==> src/rtl/pc_ctrl_if.sv <==
// Fetch-stage bus between the pipeline control logic and the program-counter unit.
// The master drives stall/redirect requests; the slave (pc_ctrl) returns the fetch address and status.
interface pc_ctrl_if #(
  parameter int ADDR_W = 32
);
  logic              stall_i;
  logic              branch_i;
  logic [ADDR_W-1:0] branch_target_i;
  logic              flush_i;
  logic [ADDR_W-1:0] flush_pc_i;
  logic [ADDR_W-1:0] pc_o;
  logic              ce_o;
  logic              misalign_o;
  logic              br_pending_o;

  modport master (
    output stall_i, branch_i, branch_target_i, flush_i, flush_pc_i,
    input  pc_o, ce_o, misalign_o, br_pending_o
  );

  modport slave (
    input  stall_i, branch_i, branch_target_i, flush_i, flush_pc_i,
    output pc_o, ce_o, misalign_o, br_pending_o
  );
endinterface

==> src/rtl/pc_ctrl.sv <==
// Program-counter unit for the fetch stage: sequential fetch, stall, branch and flush
// redirects, plus a one-entry buffer so a branch raised during a stall is not lost.
module pc_ctrl #(
  parameter int                ADDR_W    = 32,
  parameter logic [ADDR_W-1:0] RESET_VEC = '0,
  parameter int                INC       = 4,
  parameter int                ALIGN     = 2
) (
  input logic       clk,
  input logic       rst,
  pc_ctrl_if.slave  bus
);

  typedef enum logic [1:0] {OFF, RUN, HOLD} state_t;

  localparam logic [ADDR_W-1:0] ALIGN_MASK = ~((ADDR_W'(1) << ALIGN) - ADDR_W'(1));
  localparam logic [ADDR_W-1:0] STEP       = ADDR_W'(INC);

  state_t            state_q, state_d;
  logic [ADDR_W-1:0] pc_q, pc_d;
  logic [ADDR_W-1:0] buf_target_q, buf_target_d;
  logic              buf_valid_q, buf_valid_d;
  logic              ce_q, ce_d;
  logic              mis_q, mis_d;

  always_ff @(posedge clk) begin
    if (rst) begin
      state_q      <= OFF;
      pc_q         <= RESET_VEC;
      buf_target_q <= '0;
      buf_valid_q  <= 1'b0;
      ce_q         <= 1'b0;
      mis_q        <= 1'b0;
    end else begin
      state_q      <= state_d;
      pc_q         <= pc_d;
      buf_target_q <= buf_target_d;
      buf_valid_q  <= buf_valid_d;
      ce_q         <= ce_d;
      mis_q        <= mis_d;
    end
  end

  // Buffered targets are stored already aligned; their misalign pulse fires at store time.
  always_comb begin
    state_d      = state_q;
    pc_d         = pc_q;
    buf_target_d = buf_target_q;
    buf_valid_d  = buf_valid_q;
    ce_d         = ce_q;
    mis_d        = 1'b0;
    case (state_q)
      OFF: begin
        state_d = RUN;
        ce_d    = 1'b1;
      end
      default: begin
        ce_d = 1'b1;
        if (bus.flush_i) begin
          pc_d        = bus.flush_pc_i & ALIGN_MASK;
          mis_d       = |(bus.flush_pc_i & ~ALIGN_MASK);
          buf_valid_d = 1'b0;
          state_d     = RUN;
        end else if (bus.stall_i) begin
          state_d = HOLD;
          if (bus.branch_i) begin
            buf_target_d = bus.branch_target_i & ALIGN_MASK;
            buf_valid_d  = 1'b1;
            mis_d        = |(bus.branch_target_i & ~ALIGN_MASK);
          end
        end else if (bus.branch_i) begin
          pc_d        = bus.branch_target_i & ALIGN_MASK;
          mis_d       = |(bus.branch_target_i & ~ALIGN_MASK);
          buf_valid_d = 1'b0;
          state_d     = RUN;
        end else if (buf_valid_q) begin
          pc_d        = buf_target_q;
          buf_valid_d = 1'b0;
          state_d     = RUN;
        end else begin
          pc_d    = pc_q + STEP;
          state_d = RUN;
        end
      end
    endcase
  end

  assign bus.pc_o         = pc_q;
  assign bus.ce_o         = ce_q;
  assign bus.misalign_o   = mis_q;
  assign bus.br_pending_o = buf_valid_q;

endmodule

==> src/flat_wrapper.sv <==
// flat-port wrapper written by rule: the top's interface ports become plain ports
module pc_ctrl_flat 
#(
  parameter int                ADDR_W    = 32,
  parameter logic [ADDR_W-1:0] RESET_VEC = '0,
  parameter int                INC       = 4,
  parameter int                ALIGN     = 2
)
  (clk, rst, bus_stall_i, bus_branch_i, bus_branch_target_i, bus_flush_i, bus_flush_pc_i, bus_pc_o, bus_ce_o, bus_misalign_o, bus_br_pending_o);
  pc_ctrl_if #(.ADDR_W(ADDR_W)) bus_i ();
  input logic clk;
  input logic rst;
  input wire logic [$bits(bus_i.stall_i)-1:0] bus_stall_i;
  input wire logic [$bits(bus_i.branch_i)-1:0] bus_branch_i;
  input wire logic [$bits(bus_i.branch_target_i)-1:0] bus_branch_target_i;
  input wire logic [$bits(bus_i.flush_i)-1:0] bus_flush_i;
  input wire logic [$bits(bus_i.flush_pc_i)-1:0] bus_flush_pc_i;
  output wire logic [$bits(bus_i.pc_o)-1:0] bus_pc_o;
  output wire logic [$bits(bus_i.ce_o)-1:0] bus_ce_o;
  output wire logic [$bits(bus_i.misalign_o)-1:0] bus_misalign_o;
  output wire logic [$bits(bus_i.br_pending_o)-1:0] bus_br_pending_o;
  assign bus_i.stall_i = bus_stall_i;
  assign bus_i.branch_i = bus_branch_i;
  assign bus_i.branch_target_i = bus_branch_target_i;
  assign bus_i.flush_i = bus_flush_i;
  assign bus_i.flush_pc_i = bus_flush_pc_i;
  assign bus_pc_o = bus_i.pc_o;
  assign bus_ce_o = bus_i.ce_o;
  assign bus_misalign_o = bus_i.misalign_o;
  assign bus_br_pending_o = bus_i.br_pending_o;
  pc_ctrl #(.ADDR_W(ADDR_W), .RESET_VEC(RESET_VEC), .INC(INC), .ALIGN(ALIGN)) u_core (.clk(clk), .rst(rst), .bus(bus_i));
endmodule
==> config.mk <==
export PLATFORM = sky130hd
export DESIGN_NAME = pc_ctrl_flat
export DESIGN_NICKNAME = d
export VERILOG_FILES = /design/src/rtl/pc_ctrl_if.sv /design/src/rtl/pc_ctrl.sv /design/src/flat_wrapper.sv
export SDC_FILE = /design/constraint.sdc
export NUM_CORES = 1
export LEC_CHECK = 0
export BUFFER_PORTS_ARGS = -buffer_cell sky130_fd_sc_hd__buf_2
export CELL_PAD_IN_SITES_DETAIL_PLACEMENT = 0
export CELL_PAD_IN_SITES_GLOBAL_PLACEMENT = 1
export CORE_MARGIN = 2
export CORE_UTILIZATION = 35
export CTS_BUF_LIST = sky130_fd_sc_hd__clkbuf_8
export DETAILED_ROUTE_END_ITERATION = 7
export GPL_ROUTABILITY_DRIVEN = 0
export PLACE_DENSITY = 0.82
export SLEW_MARGIN = 20
export SYNTH_ARGS = -nofsm -noshare
export SYNTH_HDL_FRONTEND = slang
export SYNTH_SLANG_ARGS = --single-unit
==> constraint.sdc <==
create_clock -name clk -period 1.85 [get_ports clk]
set_input_delay 0.0925 -clock clk [delete_from_list [all_inputs] [get_ports clk]]
set_output_delay 0.0925 -clock clk [all_outputs]
set_load 0.05 [all_outputs]
After elaboration in Yosys (flattened, before gate mapping). Cells that the tools add are included. W data, S select, Z words.

Register bits: 67. Bits in latches: 0. RAM bits: 0. ROM bits: 0. Input port bits: 69. Output and inout port bits: 35. Word-level logic and storage cells: 33. Memories kept: 0.

Add/subtract/negate cells: 1. Multiply operators: 0. Div/mod/pow operators: 0. Magnitude comparators: 0. Equal/unequal tests: 2. Shift operators: 0. Multiplexer cells: 13. Bitwise logic cells: 2. Reduce and logical (&&, ||, !) cells: 8.

Operators with widths (count): $mux W32 (4); $add A32 B3 Y32 const B (1); $mux W1 (8); $reduce_or A2 Y1 (3); $reduce_and A2 Y1 (2); $reduce_and A4 Y1 (1); $ne A3 B1 Y1 const B (1); $reduce_or A3 Y1 (1); $logic_not A2 Y1 (1); $mux W2 (1); $ne A2 B1 Y1 const B (1); $not A1 Y1 (2).

Depth between registers and ports, before layout. Gate-level depths: netlist of the first run.

Depth after elaboration: 5. Mapped depth: 8. Mapped depth without buffers: 6.

Worst setup path before layout of the first run. Ideal clock, no wire load.

Path type: reg-to-reg. Start point: reg u_core.pc_q[2], in the netlist u_core.bus.pc_o[2]. End point: reg u_core.pc_q[24], in the netlist u_core.bus.pc_o[24]. Data arrival time: 2.256 ns. Required time: 1.758 ns. Slack: -0.498 ns. Stages on the path, launching flop included: 7. Buffers on the path: 0. Cells stage by stage: dfxtp_1 -> ha_1 -> nand4_2 -> nor4_4 -> nand3_2 -> o41a_1 -> o32ai_1.

Word-level cells in the longest chain between the ends: 5.

RTL lines: from (decl) (line pc_ctrl.sv:20) `logic [ADDR_W-1:0] pc_q, pc_d;`; from (signal assigned) (line pc_ctrl.sv:36) `pc_q <= pc_d;`; $add A32 B3 Y32 (line pc_ctrl.sv:81) `pc_d = pc_q + STEP;`; $mux W32 (line pc_ctrl.sv:76) `end else if (buf_valid_q) begin`; $mux W32 (line pc_ctrl.sv:71) `end else if (bus.branch_i) begin`; $mux W32 (line pc_ctrl.sv:64) `end else if (bus.stall_i) begin`; $mux W32 (line pc_ctrl.sv:59) `if (bus.flush_i) begin`.

Every way passes these cells. The select of a mux whose other input is x is not followed. A chain may end at the register's enable or synchronous reset.

Worst setup path after layout of the first run.
Start point: reg u_core.pc_q[3], in the netlist u_core.bus.pc_o[3]. End point: reg u_core.pc_q[24], in the netlist u_core.bus.pc_o[24].

Same word-level chain as after synthesis.

==> results.yml, run 1 <==
status:
  status: "finished clean"
sta:
  max_slew_margin_pct: 58.3
  fin_crit_sh_pct: 97.4
  rsz0062_at_grt: "true"
  min_period_ps: 1800
  maxSlewViolCount: 0
  setup_ws_ps: 48.6
  fmax_mhz: 555
  finalHoldViolations: 0
  clock_skew_ps: 8.28
  worst_slew_pin_slew_ps: 621
  finalSetupViolations: 0
  setup-tns-final_ps: 0
yosys:
  syn_avg_cell_area_um2: 7.42
  synth_top_area_share_pct: 32.9
  synth_edf_count: 0
  synth.top_cells.by_count: "nand2_1, a21oi_1, dfxtp_1, o21ai_0, clkbuf_1"
  synth_most_common_cell: "nand2_1"
  yosys_warnings: 0
  synth_top_cell_by_area: "dfxtp_1"
  synth_area_leaders: "dfxtp_1, nand2_1, a21oi_1"
  ys.flop_type: "dfxtp_1"
  seq_area_frac_synth_pct: 32.9
  syn_inst: 534
  synth-async-reset-ratio_pct: 0
  netlist_area_um2: 3960
  ys_ff_latch: 65
  synth_cell_types: 63
routing:
  first_pass_iters: 5
  routedWlPerCell_um: 17.5
  ant_nets: 0
  drc: 0
  routed_wl_um: 14300
  routed_via_density: 5.69
  drtIter0Drc: 430
  num_vias: 4640
floorplanning:
  core_region_area_um2: 10900
  die_w_um: 110
  fp.dieH_um: 110
  start_util_pct: 36.2
  rows: 38
  io_pins: 104
  die-area_um2: 12200
cts:
  cts_tree: "done"
  htreeDepth: 3
  cts_root_buf: "clkbuf_8"
  cts.sinks: 65
  tritoncts.num_buffers: 9
  cts_buffer_depth: 2
  clkLatencyLatePin_ps: 360
  clk_pin_slew_worst_paths_ps: 80
run:
  drv_cap: 0
place:
  pre_cts_slack_ps: -53.4
  dp_hpwl_um: 10200
  io_buffers: 101
worst_setup_path:
  slowest_delay_ps: 370
  crit_slowest_cell: "dfxtp_4"
  end_kind: "flip-flop"
  start_kind: "flip-flop"
  critical_path_required_ps: 2130
  worstPathArrival_ps: 2080
  worst-setup-path-type: "reg -> reg"
  path_cells: "ha_4 -> nand4_4 -> nor4_4 -> nand3_2 -> o41a_1 -> o32ai_2"
  critical_path.max_fanout: 4
hold_path:
  hold_class: "in -> reg"
finish:
  layout-drive-gt1-share_pct: 28.3
  diodes: 0
  area_growth_pct: 34.3
  nets: 740
global_route:
  first_global_vias: 4233
  overflow: 0
  grt_first_pass_wirelength_um: 22100
  grt_max_degree: 58
  antenna_found_initial: 0
  track_usage_pct: 23.9
power:
  power_density_nw_per_um2: 726
  irDropWorstVdd_uv: 278
  finalPower_uw: 3860
  power_leakage_uw: 0.00214
==> metrics by stage <==
step / cells / area [µm²] / hold WS [ps] / util (%)
final: 815 / 5320 / 28.1 / 48.6
after global routing: 815 / 5320 / 39.0 / 48.6
after CTS: 811 / 5260 / 19.0 / 48.1
after detailed placement: 763 / 4740 / 351 / 43.4
after global placement: 763 / 4740 / 341 / 43.4
after floorplan: 535 / 4020 / 228 / -
==> cell type report <==
type                       instances  area (µm²)
sequential                        65        1330
multi-input combinational        415        2440
clock buffer                      11         151
tap                              140         175
clock inverter                     5        53.8
timing repair buffer             169        1130
fill                            1114        5620
inverter                          10        37.5
==> report_power, final <==
group	switching [µW]	internal (µW)
Clock	606	692
Combinational	630	359
Sequential	92.7	1480
Total	1330	2530
==> registers in the layout, summed over array words and instances (netlist names) <==
signal,count
u_core.buf_target_q,30
u_core.bus.br_pending_o,1
u_core.bus.ce_o,1
u_core.bus.misalign_o,1
u_core.bus.pc_o,30
u_core.state_q,2
==> critical path, delay by kind of cell, from the launching register on <==
| kind | cells | cell delay, ps |
|---|---|---|
| adders and majority gates | 1 | 170 |
| and+or+nand+nor | 3 | 610 |
| DFF | 1 | 370 |
| AOI/OAI and AO/OA | 2 | 570 |
==> final timing paths <==
| path | startpoint | end | slack [ps] | cells after the start |
|---|---|---|---|---|
| worst max-delay path | u_core.bus.pc_o[3] | u_core.bus.pc_o[24] | 50 | 6 |
| worst max register to register | u_core.bus.pc_o[3] | u_core.bus.pc_o[24] | 50 | 6 |
| worst min register to register | u_core.buf_target_q[2] | u_core.buf_target_q[2] | 450 | 2 |
| worst min-delay path | bus_stall_i | u_core.state_q[1] | 30 | 3 |
==> cell families (layout without fill, tap and decap cells) <==
family	count (synthesis)	after routing	synth area share, %
other cells	1	2	0.0947
simple gates	213	213	26.3
xor+xnor	8	8	1.77
flops	65	65	32.9
fa+ha+maj	1	1	0.316
buf+inv	55	195	7.05
mux	6	6	1.55
compound gates	185	185	30.1
==> placed cells by master (no fill, tap or decap), types with 16 or more instances in the layout <==
| master | count |
|---|---|
| buf_4 | 34 |
| dfxtp_1 | 46 |
| dfxtp_2 | 16 |
| a21oi_1 | 67 |
| buf_2 | 101 |
| dlygate4sd3_1 | 31 |
| nor2_1 | 18 |
| nand3_1 | 16 |
| o21ai_0 | 37 |
| nand2_1 | 100 |
==> routing by layer <==
metal | share of wire [%] | vias to the layer above | routed length, µm | GRT usage, %
met5 | 0 | - | 0 | 0
met4 | 1.4 | 0 | 198 | 7.14
met3 | 8.7 | 11 | 1240 | 4.94
met2 | 45 | 210 | 6370 | 36.4
met1 | 45 | 2184 | 6490 | 33.8
li1 | - | 2235 | - | -
==> timing repair <==
action                                  4_1_cts  5_1_grt
gates resized for setup                       0        4
gates cloned                                  0        0
buffers inserted                              1        4
endpoints found under the setup margin        3        7
hold buffers                                 31        0
endpoints found under the hold margin        31        0
pin swaps                                     1        4
Note: power is estimated with default switching activity, not from simulation.
==> run 2, diff against run 1 <==
CTS_CLUSTER_DIAMETER = 150   (was unset)
PLACE_DENSITY = unset   (was 0.82)
PLACE_DENSITY_LB_ADDON = 0.1   (was unset)
==> results.yml, run 2 (synthesis results as in run 1) <==
status:
  status: "finished clean"
floorplanning:
  fp.dieH_um: 110
  io_pins: 104
  core_region_area_um2: 10900
  rows: 38
  die_w_um: 110
  start_util_pct: 36.2
  die-area_um2: 12200
sta:
  fin_crit_sh_pct: 95.0
  clock_skew_ps: 12.8
  finalSetupViolations: 0
  worst_slew_pin_slew_ps: 516
  rsz0062_at_grt: "false"
  max_slew_margin_pct: 65.5
  finalHoldViolations: 0
  min_period_ps: 1760
  fmax_mhz: 569
  maxSlewViolCount: 0
worst_setup_path:
  worst-setup-path-type: "reg -> reg"
  worstPathArrival_ps: 2010
  reg2regPathDepth: 6
  crit_slowest_cell: "dfxtp_4"
  critical_path_required_ps: 2110
  critical_path.max_fanout: 3
  end_kind: "flip-flop"
  start_kind: "flip-flop"
  rrSetupSlack_ps: 90
  r2r-end: "u_core.bus.pc_o[24]"
  path_cells: "ha_4 -> nand4_4 -> nor4_4 -> nand3_2 -> o41a_1 -> o32ai_1"
  slowest_delay_ps: 370
  r2r_start: "u_core.bus.pc_o[2]"
cts:
  clkLatencyLatePin_ps: 350
  cts_tree: "done"
  clk_pin_slew_worst_paths_ps: 80
  cts.sinks: 65
  tritoncts.num_buffers: 9
  cts_root_buf: "clkbuf_8"
  htreeDepth: 3
  cts_buffer_depth: 2
hold_path:
  hold_class: "in -> reg"
  hold_depth: 3
  min_to: "u_core.buf_target_q[15]"
  hold_start: "bus_branch_target_i[15]"
finish:
  multiInputGateArea_um2: 2420
  final_cell_mix: "buf_2, nand2_1, a21oi_1"
  layout-drive-gt1-share_pct: 30.3
  nets: 749
  stdcell_count: 823
  final_common_cell: "buf_2"
  final_util_pct: 48.3
  area.sequential_um2: 1330
  diodes: 0
  nFillCells: 1171
  area_growth_pct: 33.3
run:
  drv_cap: 0
routing:
  ant_nets: 0
  routedWlPerCell_um: 18.2
  num_vias: 4639
  first_pass_iters: 5
  drtIter0Drc: 403
  drc: 0
  routed_wl_um: 15000
  routed_via_density: 5.64
place:
  io_buffers: 101
  dp.cells: 785
  dp_hpwl_um: 11100
global_route:
  grt_first_pass_wirelength_um: 23300
  track_usage_pct: 25.3
  overflow: 0
  grt_max_degree: 27
  antenna_found_initial: 0
  first_global_vias: 4212
power:
  irDropWorstVdd_uv: 365
  power_density_nw_per_um2: 714
  power_leakage_uw: 0.00217
-- run 2: changes by cell type in the layout (fill, tap and decap cells not counted), sizes merged --
cell         change
buf             +20
clkbuf           -2
clkinv           +1
dlygate4sd3     -11
-- run 2: area by class of cell --
| cell class | instances | area share, % |
|---|---|---|
| clock buffer | 9 | 2.35 |
| sequential | 65 | 25.2 |
| timing repair buffer | 178 | 21.5 |
| multi-input combinational | 415 | 45.9 |
| clock inverter | 6 | 0.996 |
| inverter | 10 | 0.711 |
| tap | 140 | 3.32 |
-- run 2: repair_timing --
action,CTS,global route
hold buffers,19,1
gates resized for setup,0,2
endpoints found under the hold margin,19,1
endpoints found under the setup margin,0,6
buffers inserted,0,3
-- run 2: worst max-delay path by stage --
stage,from,end,slack (ps),depth (start not counted)
after detailed placement,u_core.bus.pc_o[3],u_core.bus.pc_o[28],40,7
after global placement,u_core.bus.pc_o[3],u_core.bus.pc_o[28],80,7
after CTS,u_core.bus.pc_o[2],u_core.bus.pc_o[24],20,6
final,u_core.bus.pc_o[2],u_core.bus.pc_o[24],90,6
after global routing,u_core.bus.pc_o[12],u_core.bus.pc_o[28],4,6
after floorplan,u_core.bus.pc_o[3],u_core.bus.pc_o[24],-130,6
-- run 2: layer usage --
metal | routed length (µm) | vias up | track usage, %
met5 | 0 | - | 0
met4 | 137 | 0 | 5.45
met3 | 1130 | 11 | 5.53
li1 | - | 2242 | -
met2 | 6610 | 172 | 37.6
met1 | 7080 | 2214 | 37.4
-- run 2: critical path, delay by kind of cell, from the launching register on --
kind	cells	cell delay, ps
flip-flops	1	370
AND/OR/NAND/NOR	3	580
adder cells (fa/ha/maj)	1	140
AO/OA/AOI/OAI	2	570
-- run 2: through the flow --
step                hold slack [ps]  power, µW  cell area [µm²]  setup slack (ps)  setup TNS (ps)
CTS                            1.31       3770             5240              23.3               0
finish                         6.01       3770             5280              93.2               0
floorplan                       228       2200             4020              -130            -130
global route                   2.75       3960             5280              4.49               0
global placement                345       2560             4870              78.3               0
detailed placement              352       2560             4870              38.1               0
-- run 2: power breakdown --
| part | total [µW] | internal (µW) | switching, µW | leakage (µW) |
|---|---|---|---|---|
| combinational | 1020 | 367 | 650 | 0.00153 |
| sequential | 1560 | 1480 | 80.2 | 0.000539 |
| clock | 1190 | 599 | 591 | 0.000101 |
